--- src/rtl/fpu_mult_ctrl.sv ---
// Register-mapped control front end for the pipelined FP32 multiplier.
// Holds the operands, issues one valid_in pulse per operation and captures the result or a timeout.
module fpu_mult_ctrl #(
  parameter int unsigned TIMEOUT = 15,
  parameter int unsigned CNT_W   = 8
) (
  input  logic        clk,
  input  logic        rst_n,
  input  logic [3:0]  addr,
  input  logic [31:0] data_in,
  input  logic        data_write,
  input  logic        data_read,
  output logic [31:0] data_out,
  output logic        irq,
  output logic        mul_valid_in,
  output logic [31:0] mul_a,
  output logic [31:0] mul_b,
  input  logic        mul_valid_out,
  input  logic [31:0] mul_result
);

  localparam logic [CNT_W-1:0] TIMEOUT_CNT = CNT_W'(TIMEOUT);

  typedef enum logic [1:0] {
    IDLE  = 2'd0,
    ISSUE = 2'd1,
    WAIT  = 2'd2
  } state_t;

  state_t           state;
  logic [CNT_W-1:0] cnt;
  logic [31:0]      op_a;
  logic [31:0]      op_b;
  logic [31:0]      result;
  logic             auto_mode;
  logic             irq_en;
  logic             done;
  logic             err;

  logic wr_op_a;
  logic wr_op_b;
  logic wr_ctrl;
  logic rd_result;
  logic busy;
  logic start_req;

  always_comb begin
    wr_op_a   = data_write && (addr == 4'h0);
    wr_op_b   = data_write && (addr == 4'h4);
    wr_ctrl   = data_write && (addr == 4'h8);
    rd_result = data_read  && (addr == 4'hC);
    busy      = (state != IDLE);
    start_req = (wr_ctrl && data_in[0]) || (auto_mode && wr_op_b);
  end

  always_comb begin
    data_out = '0;
    case (addr)
      4'h0:    data_out = op_a;
      4'h4:    data_out = op_b;
      4'h8:    data_out = {26'b0, err, done, 1'b0, irq_en, auto_mode, busy};
      4'hC:    data_out = result;
      default: data_out = '0;
    endcase
  end

  assign irq   = irq_en && (done || err);
  assign mul_a = op_a;
  assign mul_b = op_b;

  always_ff @(posedge clk or negedge rst_n) begin
    if (!rst_n) begin
      state        <= IDLE;
      cnt          <= '0;
      op_a         <= '0;
      op_b         <= '0;
      result       <= '0;
      auto_mode    <= 1'b0;
      irq_en       <= 1'b0;
      done         <= 1'b0;
      err          <= 1'b0;
      mul_valid_in <= 1'b0;
    end else begin
      mul_valid_in <= 1'b0;

      // Mode bits stay writable in flight; everything else is gated by state below.
      if (wr_ctrl) begin
        auto_mode <= data_in[1];
        irq_en    <= data_in[2];
      end

      // Placed before the FSM so a DONE set by a capture in the same cycle wins.
      if (rd_result) begin
        done <= 1'b0;
      end

      case (state)
        IDLE: begin
          if (wr_op_a) begin
            op_a <= data_in;
          end
          if (wr_op_b) begin
            op_b <= data_in;
          end
          if (wr_ctrl && data_in[3]) begin
            done <= 1'b0;
            err  <= 1'b0;
          end
          if (start_req) begin
            state        <= ISSUE;
            mul_valid_in <= 1'b1;
            done         <= 1'b0;
            err          <= 1'b0;
          end
        end

        ISSUE: begin
          cnt   <= '0;
          state <= WAIT;
        end

        WAIT: begin
          if (mul_valid_out) begin
            result <= mul_result;
            done   <= 1'b1;
            state  <= IDLE;
          end else if (cnt == TIMEOUT_CNT) begin
            err   <= 1'b1;
            state <= IDLE;
          end else begin
            cnt <= cnt + 1'b1;
          end
        end

        default: begin
          state <= IDLE;
        end
      endcase
    end
  end

endmodule

--- config.mk ---
export PLATFORM = sky130hd
export DESIGN_NAME = fpu_mult_ctrl
export DESIGN_NICKNAME = d
export VERILOG_FILES = /design/src/rtl/fpu_mult_ctrl.sv
export SDC_FILE = /design/constraint.sdc
export NUM_CORES = 1
export LEC_CHECK = 0
export BUFFER_PORTS_ARGS = -buffer_cell sky130_fd_sc_hd__buf_2
export CELL_PAD_IN_SITES_DETAIL_PLACEMENT = 0
export CELL_PAD_IN_SITES_GLOBAL_PLACEMENT = 1
export CORE_ASPECT_RATIO = 1.25
export CORE_MARGIN = 2
export CORE_UTILIZATION = 42
export CTS_CLUSTER_DIAMETER = 30
export DETAILED_ROUTE_END_ITERATION = 8
export PLACE_DENSITY = 0.95
export SKIP_LAST_GASP = 1
export SLEW_MARGIN = 10
export SYNTH_ARGS = -nofsm -noshare
export SYNTH_HDL_FRONTEND = slang
export SYNTH_SLANG_ARGS = --single-unit
--- constraint.sdc ---
create_clock -name clk -period 2.6 [get_ports clk]
set_clock_uncertainty 0.1 [all_clocks]
set_input_delay 0.26 -clock clk [delete_from_list [all_inputs] [get_ports clk]]
set_output_delay 0.26 -clock clk [all_outputs]
set_load 0.005 [all_outputs]
* Word-level counts from Yosys, hierarchy flattened *
Cells that the tools add are included.

cells by class
  $add $sub $neg = 1
  equality and inequality tests = 12
  muxes and demuxes = 20
  reductions and logical operators = 21

operator list
  cell                   number
  $pmux W32 S4           1
  $mux W8                2
  $pmux W8 S2            1
  $mux W1                10
  $add A8 B1 Y8 const B  1
  $eq A4 B4 Y1 const B   2
  $eq A8 B4 Y1 const B   1
  $logic_and A1 B1 Y1    8
  $ne A2 B2 Y1 const B   4
  $reduce_and A2 Y1      4
  $mux W2                3
  $ne A3 B3 Y1 const B   2
  $pmux W2 S3            1
  $reduce_bool A2 Y1     3
  $eq A4 B3 Y1 const B   1
  $logic_not A4 Y1       1
  $pmux W1 S2            2
  $reduce_and A4 Y1      1
  $reduce_and A3 Y1      1
  $eq A2 B1 Y1 const B   1
  $eq A2 B2 Y1 const B   1
  $logic_not A2 Y1       1
  $logic_or A1 B1 Y1     2

word-level totals
  register bits = 111
  input bits = 73

* Longest topological paths before layout *
  word-level depth = 6
  mapped depth = 6
  gate-level depth less buffers = 5

* Least setup slack after synthesis *
OpenSTA, ideal clock, no wires.

  path kind = reg2reg
  start point = register cnt[4]
  end point = register cnt[3]
  library setup time = 0.090 ns
  data arrival time = 1.509 ns
  setup slack = 0.901 ns
  stages on the path, launching flop included = 6
  path buffers = 1
  period minus slack after synthesis = 1.699 ns
  cells stage by stage = dfrtp_1 -> or4_1 -> o21ai_1 -> buf_4 -> nand2_1 -> o221ai_1

on the way
  word-level cells in the longest chain between the ends = 3

RTL lines
  what                                line  source
  from (decl)                         31    logic [CNT_W-1:0] cnt;
  from (signal assigned)              131   cnt <= cnt + 1'b1;
  $eq A8 B4 Y1                        127   end else if (cnt == TIMEOUT_CNT) begin
  $ne A2 B2 Y1 (no source line)       n/a
  $reduce_and A3 Y1 (no source line)  n/a

Every way passes these cells.
A chain may end at the register's enable or synchronous reset.

* Worst setup path after layout *
Same ends and word-level chain as after synthesis.

==> impl_results.html <==
<table>
<tr><th>Metric</th><th>Value</th></tr>
<tr><th colspan="2">Logic synthesis</th></tr>
<tr><td>Number of synthesized register bits</td><td>111</td></tr>
<tr><td>Netlist Area Pre-Place</td><td>between 4000 and 5000 µm²</td></tr>
<tr><td>Share of the synthesized area in the top cell type</td><td>a little under three fifths</td></tr>
<tr><td>EDFF count, synth</td><td>0</td></tr>
<tr><td>Compound-cell area share of the yosys netlist</td><td>9.11%</td></tr>
<tr><td>Xor and xnor fraction of the mapped netlist area</td><td>0%</td></tr>
<tr><td>Cell count after synthesis</td><td>367</td></tr>
<tr><td>Adder-Cell Fraction of Synth Area</td><td>0.256%</td></tr>
<tr><td>Count of distinct cell types in the synthesized netlist</td><td>39</td></tr>
<tr><td>Avg Synthesized Cell Area</td><td>~13 µm²</td></tr>
<tr><td>Most area-hungry cell type in the Yosys netlist</td><td>sky130_fd_sc_hd__dfrtp_1</td></tr>
<tr><td>Fraction of synthesis flops using an asynchronous set or reset pin</td><td>100%</td></tr>
<tr><td>Most used DFF post-synth</td><td>sky130_fd_sc_hd__dfrtp_1</td></tr>
<tr><td>Mux cell area share after synthesis</td><td>22.8%</td></tr>
<tr><td>Largest family of logic cells by synthesized area</td><td>multiplexers</td></tr>
<tr><td>Share of the yosys chip area belonging to registers</td><td>56.8%</td></tr>
<tr><td>Post-Synth Simple-Gate Area</td><td>under 10%</td></tr>
<tr><td>Total of warnings raised by yosys</td><td>0</td></tr>
<tr><td>Main area contributors after synthesis</td><td>sky130_fd_sc_hd__dfrtp_1 57%, sky130_fd_sc_hd__mux2_2 15%, sky130_fd_sc_hd__mux2_1 7.8%</td></tr>
<tr><td>Post-Syn Nets</td><td>~440</td></tr>
<tr><th colspan="2">Layout</th></tr>
<tr><td>Final #Nets</td><td>a little over 600</td></tr>
<tr><td>Layout cells sized above 1</td><td>49.3%</td></tr>
<tr><td>Layout overhead on the synthesized area</td><td>27.8%</td></tr>
<tr><th colspan="2">Floorplanning</th></tr>
<tr><td>Initial standard-cell utilization of the core</td><td>between 40% and 50%</td></tr>
<tr><td>Die boundary height</td><td>125 µm</td></tr>
<tr><td>Rows</td><td>44</td></tr>
<tr><td>Die ar.</td><td>between 10000 and 15000 µm²</td></tr>
<tr><td>Core Box Area</td><td>between 10000 and 15000 µm²</td></tr>
<tr><td>Die boundary width</td><td>100 µm</td></tr>
<tr><td>I/O pin count</td><td>171</td></tr>
<tr><th colspan="2">STA</th></tr>
<tr><td>Worst hold margin</td><td>around 0.044 ns</td></tr>
<tr><td>Achievable clock frequency</td><td>456 MHz</td></tr>
<tr><td>Worst Max-Slew Pin Slew</td><td>0.783 ns</td></tr>
<tr><td>Count of final setup violators</td><td>0</td></tr>
<tr><td>Setup repair after global routing missed its margin</td><td>false</td></tr>
<tr><td>Number of hold violations in the final report</td><td>0</td></tr>
<tr><td>Final-layout setup total negative slack</td><td>0 ns</td></tr>
<tr><td>Remaining max-slew budget at the tightest pin</td><td>a little under half</td></tr>
<tr><td>Min Tclk post-route</td><td>around 2.2 ns</td></tr>
<tr><td>Ratio of final minimum period to clock period</td><td>between 80% and 90%</td></tr>
<tr><td>Count of pins over their slew limit</td><td>0</td></tr>
<tr><td>Setup slack of the critical path after layout</td><td>0.407 ns</td></tr>
<tr><th colspan="2">Clock network</th></tr>
<tr><td>Clock tree from TritonCTS</td><td>built</td></tr>
<tr><td>CTS H-tree lvls</td><td>3</td></tr>
<tr><td>TritonCTS buffer count</td><td>9</td></tr>
<tr><td>Cell chosen for the clock root</td><td>sky130_fd_sc_hd__clkbuf_16</td></tr>
<tr><td>Clk Latency, worst-skew pair</td><td>0.34 ns</td></tr>
<tr><td>Cells resized by post-CTS repair</td><td>0</td></tr>
<tr><td>CTS clock-pin slew for the worst setup and hold paths</td><td>0.07 ns</td></tr>
<tr><td>Number of hold buffers added after CTS</td><td>1</td></tr>
<tr><td>Clk sink count</td><td>111</td></tr>
<tr><td>Buffers inserted during post-CTS setup optimization</td><td>0</td></tr>
<tr><td>Maximum number of buffers from clock root to sink</td><td>2</td></tr>
<tr><th colspan="2">Global routing</th></tr>
<tr><td>Maximum number of pins on one net before global-route repair</td><td>63</td></tr>
<tr><td>Antenna violations before repair</td><td>0</td></tr>
<tr><td>All-layer global routing usage</td><td>20.6%</td></tr>
<tr><td>First-pass GRT wire length</td><td>20200 µm</td></tr>
<tr><td>Total congestion overflow</td><td>0</td></tr>
<tr><td>Vias in the first global route</td><td>4029</td></tr>
<tr><th colspan="2">Detailed routing</th></tr>
<tr><td>Via count normalized by instance count</td><td>5.56</td></tr>
<tr><td>Detailed Route Iter0 Violations</td><td>239</td></tr>
<tr><td>Pre-antenna DRT Iters</td><td>5</td></tr>
<tr><td>Total via count after detailed routing</td><td>3808</td></tr>
<tr><td>Total detailed-routing wirelength</td><td>around 13000 µm</td></tr>
<tr><td>Number of nets with antenna violations after routing</td><td>0</td></tr>
<tr><td>Average wire length per cell after detail routing</td><td>about 18 µm</td></tr>
<tr><td>Number of DRC violations after detailed routing</td><td>0</td></tr>
<tr><th colspan="2">Worst setup path</th></tr>
<tr><td>Crit Path Class</td><td>reg2reg</td></tr>
<tr><td>Startpoint type of the worst setup path</td><td>register</td></tr>
<tr><td>Cell family with most CP delay</td><td>compound AO/OA/AOI/OAI gates</td></tr>
<tr><td>Worst EP required</td><td>approximately 2.8 ns</td></tr>
<tr><td>Number of buffers and inverters on the critical path</td><td>0</td></tr>
<tr><td>Peak per-stage delay on the critical path</td><td>0.61 ns</td></tr>
<tr><td>CP endpoint kind</td><td>register</td></tr>
<tr><td>Arrival time of the worst setup path</td><td>2.34 ns</td></tr>
<tr><td>Largest fanout of any net on the critical path</td><td>12</td></tr>
<tr><td>Worst path slowest cell</td><td>sky130_fd_sc_hd__o21ai_1</td></tr>
<tr><td>Chain of cells forming the critical path</td><td>or4_1, o21ai_1, nand2_1, o221ai_1</td></tr>
<tr><th colspan="2">Placed design</th></tr>
<tr><td>Post-Place Setup Slack</td><td>0.458 ns</td></tr>
<tr><td>Global placement routability congestion</td><td>0.800</td></tr>
<tr><td>Estimated wirelength of the detail-placed design</td><td>8890 µm</td></tr>
<tr><td>Number of I/O port buffers</td><td>170</td></tr>
<tr><th colspan="2">Min path</th></tr>
<tr><td>Hold/Removal Path Class</td><td>in2reg</td></tr>
<tr><th colspan="2">Flow run</th></tr>
<tr><td>Max Cap Violations</td><td>0</td></tr>
<tr><th colspan="2">Power</th></tr>
<tr><td>Power per unit of standard cell area</td><td>785 nW/µm²</td></tr>
<tr><td>Leakage power</td><td>3.28 nW</td></tr>
<tr><td>Maximum VDD drop</td><td>roughly 0.00049 V</td></tr>
<tr><th colspan="2">Outcome</th></tr>
<tr><td>Status</td><td>completed</td></tr>
</table>
==> report_power, final <==
part / total (W) / internal (W) / switching [W]
registers: 0.00253 / 0.00220 / 0.000326
logic: 0.00100 / 0.000595 / 0.000409
clock network: 0.00137 / 0.000774 / 0.000597
total: 0.00490 / 0.00357 / 0.00133
==> cells by family after synthesis <==
group / count (synthesis)
DFF: 111
AOI/OAI and AO/OA: 53
buffers and inverters: 51
muxes: 99
and+or+nand+nor: 52
adders and majority gates: 1
==> worst reg2reg max path, delay by kind of cell (launching register included) <==
family / cells / cell delay [ns]
AND/OR/NAND/NOR: 2 / 0.75
AO/OA/AOI/OAI: 2 / 0.83
flip-flops: 1 / 0.42
==> final cells by class <==
cell class                      count  area (µm²)
Timing Repair Buffer              186         976
Antenna cell                        1        2.50
Inverter                           29         109
Multi-Input combinational cell    205        1910
Tap cell                          138         173
Sequential cell                   111        2780
Clock inverter                      4        52.6
Clock buffer                       11         243
Fill cell                        1014        5260
==> path summary, 6_finish.rpt <==
check	end	from	cells after the start	slack [ns]
setup / recovery	cnt[3]	cnt[4]	4	0.41
setup reg to reg	cnt[3]	cnt[4]	4	0.41
min in group asynchronous	mul_b[25]	rst_n	2	0.46
hold reg to reg	result[0]	result[0]	1	0.41
max in group asynchronous	mul_a[10]	rst_n	3	1.17
hold / removal	mul_a[18]	data_in[18]	2	0.04
==> layer usage <==
layer / GRT usage, % / wire, µm / vias up
li1: - / - / 1706
met1: 26.0 / 5120 / 1946
met2: 34.4 / 6500 / 143
met3: 5.39 / 839 / 13
met4: 6.53 / 159 / 0
met5: 0 / 0 / -
==> state kept, by name (all words and copies together) (netlist names), 2 cells and up <==
| register | cells |
|---|---|
| mul_a | 32 |
| state | 2 |
| result | 32 |
| cnt | 8 |
| mul_b | 32 |
==> cell usage in the layout (no fill, tap or decap), types with 2 or more instances in the layout <==
| master | n |
|---|---|
| sky130_fd_sc_hd__a21oi_1 | 4 |
| sky130_fd_sc_hd__a222oi_1 | 27 |
| sky130_fd_sc_hd__a22oi_1 | 9 |
| sky130_fd_sc_hd__buf_2 | 169 |
| sky130_fd_sc_hd__buf_4 | 16 |
| sky130_fd_sc_hd__clkbuf_16 | 9 |
| sky130_fd_sc_hd__dfrtp_1 | 111 |
| sky130_fd_sc_hd__inv_1 | 29 |
| sky130_fd_sc_hd__inv_6 | 2 |
| sky130_fd_sc_hd__mux2_1 | 34 |
| sky130_fd_sc_hd__mux2_2 | 64 |
| sky130_fd_sc_hd__nand2_1 | 16 |
| sky130_fd_sc_hd__nand2b_1 | 3 |
| sky130_fd_sc_hd__nand3_1 | 9 |
| sky130_fd_sc_hd__nand3b_1 | 3 |
| sky130_fd_sc_hd__nor2_1 | 5 |
| sky130_fd_sc_hd__nor4_1 | 2 |
| sky130_fd_sc_hd__o21ai_0 | 4 |
| sky130_fd_sc_hd__or4_1 | 3 |
==> per-stage QoR <==
stage | utilization, % | instance area, µm² | total power (W) | std cells
5_1_grt | 54.3 | 6240 | 0.00520 | 684
3_3_place_gp | 51.6 | 5940 | 0.00350 | 668
6_report | 54.3 | 6250 | 0.00490 | 685
2_1_floorplan | - | 4890 | 0.00300 | 367
4_1_cts | 54.3 | 6240 | 0.00496 | 684
3_5_place_dp | 51.6 | 5940 | 0.00358 | 668
==> cell usage after synthesis (all sizes together) (2+ instances only) <==
cell type  instances
nand3              9
or4                3
clkbuf             7
nand3b             3
nor4b              2
a222oi            27
mux2              98
nand2             17
dfrtp            111
nor2               5
nor4               3
a21oi              4
inv               29
nand2b             3
o21ai              5
a22oi              9
nor3b              2
buf               15
No activity file was read; power rests on OpenSTA's default activity.
